`src/rtl/message_serializer.sv`:
```
// message_serializer: parallel-to-serial front end with a one-word holding buffer
module message_serializer #(
    parameter int   WIDTH     = 8,
    parameter bit   MSB_FIRST = 1'b1,
    parameter logic IDLE_BIT  = 1'b0
) (
    input  logic             clk,
    input  logic             reset,
    input  logic [WIDTH-1:0] data_in,
    input  logic             load_valid,
    output logic             load_ready,
    output logic             out_bit,
    output logic             out_valid,
    output logic             frame_done
);
    localparam int CW = $clog2(WIDTH);
    localparam logic [CW-1:0] LAST = CW'(WIDTH - 1);
    localparam logic [0:0] S_IDLE  = 1'b0;
    localparam logic [0:0] S_SHIFT = 1'b1;

    logic [0:0]       state, n_state;
    logic [WIDTH-1:0] sh, n_sh, hold;
    logic [CW-1:0]    cnt, n_cnt, idx;
    logic             hold_full, acc, last;

    assign load_ready = !hold_full && !reset;
    assign acc        = load_valid && load_ready;
    assign last       = state == S_SHIFT && cnt == LAST;

    // next word/position: start from idle, hand off from hold, bypass on the last bit, or advance
    always_comb begin
        n_state = state;
        n_sh    = sh;
        n_cnt   = cnt;
        if (state == S_IDLE) begin
            if (acc) begin
                n_state = S_SHIFT;
                n_sh    = data_in;
                n_cnt   = '0;
            end
        end else if (last) begin
            n_cnt = '0;
            if (hold_full) n_sh = hold;
            else if (acc) n_sh = data_in;
            else n_state = S_IDLE;
        end else begin
            n_cnt = cnt + CW'(1);
        end
        idx = MSB_FIRST ? LAST - n_cnt : n_cnt;
    end

    // state, holding buffer and registered serial outputs precomputed from next state
    always_ff @(posedge clk) begin
        if (reset) begin
            state      <= S_IDLE;
            cnt        <= '0;
            hold_full  <= 1'b0;
            out_bit    <= IDLE_BIT;
            out_valid  <= 1'b0;
            frame_done <= 1'b0;
        end else begin
            state      <= n_state;
            sh         <= n_sh;
            cnt        <= n_cnt;
            out_valid  <= n_state == S_SHIFT;
            out_bit    <= n_state == S_SHIFT ? n_sh[idx] : IDLE_BIT;
            frame_done <= n_state == S_SHIFT && n_cnt == LAST;
            if (last && hold_full) begin
                hold_full <= 1'b0;
            end else if (acc && state == S_SHIFT && !last) begin
                hold      <= data_in;
                hold_full <= 1'b1;
            end
        end
    end
endmodule
```
`config.mk`:
```
export PLATFORM = sky130hd
export DESIGN_NAME = message_serializer
export DESIGN_NICKNAME = d
export VERILOG_FILES = /design/src/rtl/message_serializer.sv
export SDC_FILE = /design/constraint.sdc
export NUM_CORES = 1
export LEC_CHECK = 0
export CAP_MARGIN = 0
export CELL_PAD_IN_SITES_DETAIL_PLACEMENT = 1
export CELL_PAD_IN_SITES_GLOBAL_PLACEMENT = 1
export CORE_ASPECT_RATIO = 1.75
export CORE_MARGIN = 5
export CORE_UTILIZATION = 41
export CTS_BUF_LIST = sky130_fd_sc_hd__clkbuf_8
export DETAILED_ROUTE_END_ITERATION = 8
export PLACE_DENSITY_LB_ADDON = 0.1
export SYNTH_ARGS = -nofsm -noshare
export SYNTH_HDL_FRONTEND = slang
export SYNTH_SLANG_ARGS = --single-unit
```
`constraint.sdc`:
```
create_clock -name clk -period 2.15 [get_ports clk]
set_input_delay 0.645 -clock clk [delete_from_list [all_inputs] [get_ports clk]]
set_output_delay 0.645 -clock clk [all_outputs]
set_load 0.01 [all_outputs]
```
==> impl_metrics.yaml <==
status:
  status: "complete, no violations"
routing:
  wl_um: 3578
  vias: 1077
  final_antenna_net_count: 0
  vias_per_cell: 6.119
  drt_iter0_drc: 21
  wl_per_cell_um: 20.33
  drc: 0
  firstDrtPassIters: 4
yosys:
  synth_top_area_cell: "edfxtp_1"
  synth_top_flop_cell: "edfxtp_1"
  synth-async-reset-ratio_pct: 0
  synth-seq-cells: 23
  yosysUniqueCellTypes: 46
  syn_area_per_cell_um2: 10.96
  yosysSeqAreaShare_pct: 49.26
  synth.area.top_cells: "edfxtp_1, dfxtp_1, nand3_1"
  ys_warn_count: 0
  postSynthCellCount: 115
  synth_area_mm2: 0.001260
  synth_edf_count: 16
  yosys.area.top_type_share_pct: 38.13
  synth_nets: 128
floorplanning:
  die_y_um: 83.34
  initial_core_util_pct: 43.03
  die_w_um: 51.91
  fp-row-count: 26
  die_area_mm2: 0.004326
  io_pins: 15
  core_mm2: 0.002928
placement:
  dpl.hpwl_um: 2628
  dpl_cell_area_mm2: 0.001541
  numPortBuffers: 14
  dp_slack_ns: -0.2854
  dp_cells: 169
  place.gp.congestion: 0.8465
setup_path:
  r2r-start: "cnt[0]"
  crit_chain: "clkdlybuf4s50_1"
  worstPathMaxFanout: 7
  rr_endpoint: "out_bit"
  cp-start-kind: "flop"
  r2r_slack_ns: 0.22
  critPathSlowestCell: "clkdlybuf4s50_1"
  critPathBufInv: 1
  critPathKind: "flop to output port"
  arrival_ns: 1.33
  cp_top_family: "buffers and inverters"
  max_stage_delay_ns: 0.60
  ff2ff_path_depth: 8
  end_kind: "output port"
  critical_path_required_ns: 1.50
worst_hold_path:
  hold_class: "flop to flop"
  min_path_cells: 2
  min_to: "sh[1]"
  hp-start: "sh[1]"
timing:
  timing.fmax_ghz: 0.5062
  setup_ws_ns: 0.1744
  finalMaxSlewViolations: 0
  fin_setup_tns_ns: 0
  whs_ns: 0.6263
  tightest_slew_ns: 0.3068
  hold_viol_final: 0
  rsz0062_at_grt: "no"
  setup_viol: 0
  min_period_ns: 1.976
  skew_ns: 0.001756
  slew_headroom_pct: 79.33
  fin_crit_sh_pct: 91.89
clock_network:
  cts_buffers: 3
  clk_pin_slew_ns: 0.08
  cts_root_buf: "clkbuf_8"
  hold_buffers: 0
  clkLatencyLatePin_ns: 0.26
  h-tree-depth: 1
  cts_buffer_depth: 2
  cts.sinks: 23
  cts_tree: "yes"
final_layout:
  ff_latch_area_um2: 620.6
  area_growth_pct: 30.69
  antenna_cells: 0
  post-route-util_pct: 56.24
  fillCellCount: 336
  finalInstanceArea_mm2: 0.001647
  multi_input_comb_area_um2: 608.1
  layout.cells.non_filler: 176
  drive_gt1_share_pct: 25.68
  fin_nets: 162
grt:
  grt_pass1_vias: 1235
  grt_usage_pct: 17.69
  antenna_found_initial: 0
  grt_start_max_net_pins: 15
  overflow: 0
  grt_pass1_wl_um: 5878
power_and_ir_drop:
  p_leak_nw: 0.6537
  cellPowerDensity_mw_per_mm2: 618.9
  ir_worst_vdd_uv: 398.6
  total_power_mw: 1.019
flow_run:
  max_cap_viol_count: 0
[synth_stat cells (all sizes together) (4+ instances only)]
cell / number
a21oi: 4
buf: 5
dfxtp: 7
edfxtp: 16
nand3: 10
nand4: 5
nor2: 8
nor2b: 6
o21ai: 5
o22ai: 5
[metal layers]
layer	vias to the layer above	GRT usage, %	wire, um
met5	-	0	0
met4	0	8.115	89
met3	8	1.971	110
met2	20	30.24	1930
met1	532	21.20	1448
li1	517	-	-
[sequential cells by signal, indices dropped and copies added, names as in the netlist]
signal and flops:
sh 8, out_bit 1, hold 8, state 1, frame_done 1, cnt 3, hold_full 1
[cells in the final DEF, fill, tap and decap left out, types with 2 or more instances in the layout]
| master | n |
|---|---|
| a221o_1 | 2 |
| a31oi_1 | 2 |
| o211ai_1 | 3 |
| dfxtp_1 | 7 |
| o22ai_1 | 3 |
| nor2_1 | 7 |
| inv_1 | 3 |
| clkdlybuf4s50_1 | 11 |
| nor2b_1 | 6 |
| a21oi_1 | 4 |
| dlymetal6s2s_1 | 2 |
| and3_1 | 2 |
| nand2b_1 | 2 |
| or3b_4 | 2 |
| nor3_1 | 2 |
| buf_12 | 2 |
| a32oi_2 | 2 |
| and2_1 | 2 |
| edfxtp_1 | 16 |
| nand3_1 | 10 |
| ha_1 | 2 |
| o22ai_2 | 2 |
| buf_4 | 17 |
| o21ai_0 | 3 |
| clkbuf_8 | 3 |
| nand4_1 | 4 |
| mux2i_1 | 2 |
| o21a_1 | 2 |
[final cells by class]
cell class,count,area share [%]
tap,28,2.128
timing repair buffer,34,19.60
sequential,23,37.69
clock buffer,3,2.508
clock inverter,1,0.2280
inverter,4,0.9119
multi-input combinational,83,36.93
[power by group]
| group | switching [mW] | internal [mW] |
|---|---|---|
| combinational | 0.118 | 0.118 |
| sequential | 0.0174 | 0.508 |
| clock | 0.131 | 0.127 |
| total | 0.266 | 0.753 |
[how the worst max path moves through the flow]
stage	slack (ns)	cells past startpoint	endpoint	startpoint
2_1_floorplan	0.11	4	hold[0]	reset
3_3_place_gp	-0.28	7	out_bit	reset
3_5_place_dp	-0.29	7	out_bit	reset
4_1_cts	0.004	7	out_bit	reset
5_1_grt	0.10	8	out_bit	cnt[0]
6_report	0.17	1	out_valid	state
[cells by family (layout without fill, tap and decap cells)]
logic type | after synthesis | in the layout | share of synthesized area [%]
AND/OR/NAND/NOR | 48 | 49 | 24.13
AO/OA/AOI/OAI | 30 | 30 | 17.58
flip-flops | 23 | 23 | 49.25
buffers and inverters | 10 | 42 | 5.461
adder cells (fa/ha/maj) | 2 | 2 | 1.986
multiplexers | 2 | 2 | 1.589
[what timing repair did]
item / in CTS / in global routing
setup buffers: 1 / 1
setup endpoints to repair: 2 / 2
pin swaps: 3 / 6
gates resized for setup: 2 / 8
cloned: 1 / 0
Power figures use the tool's default switching activity.
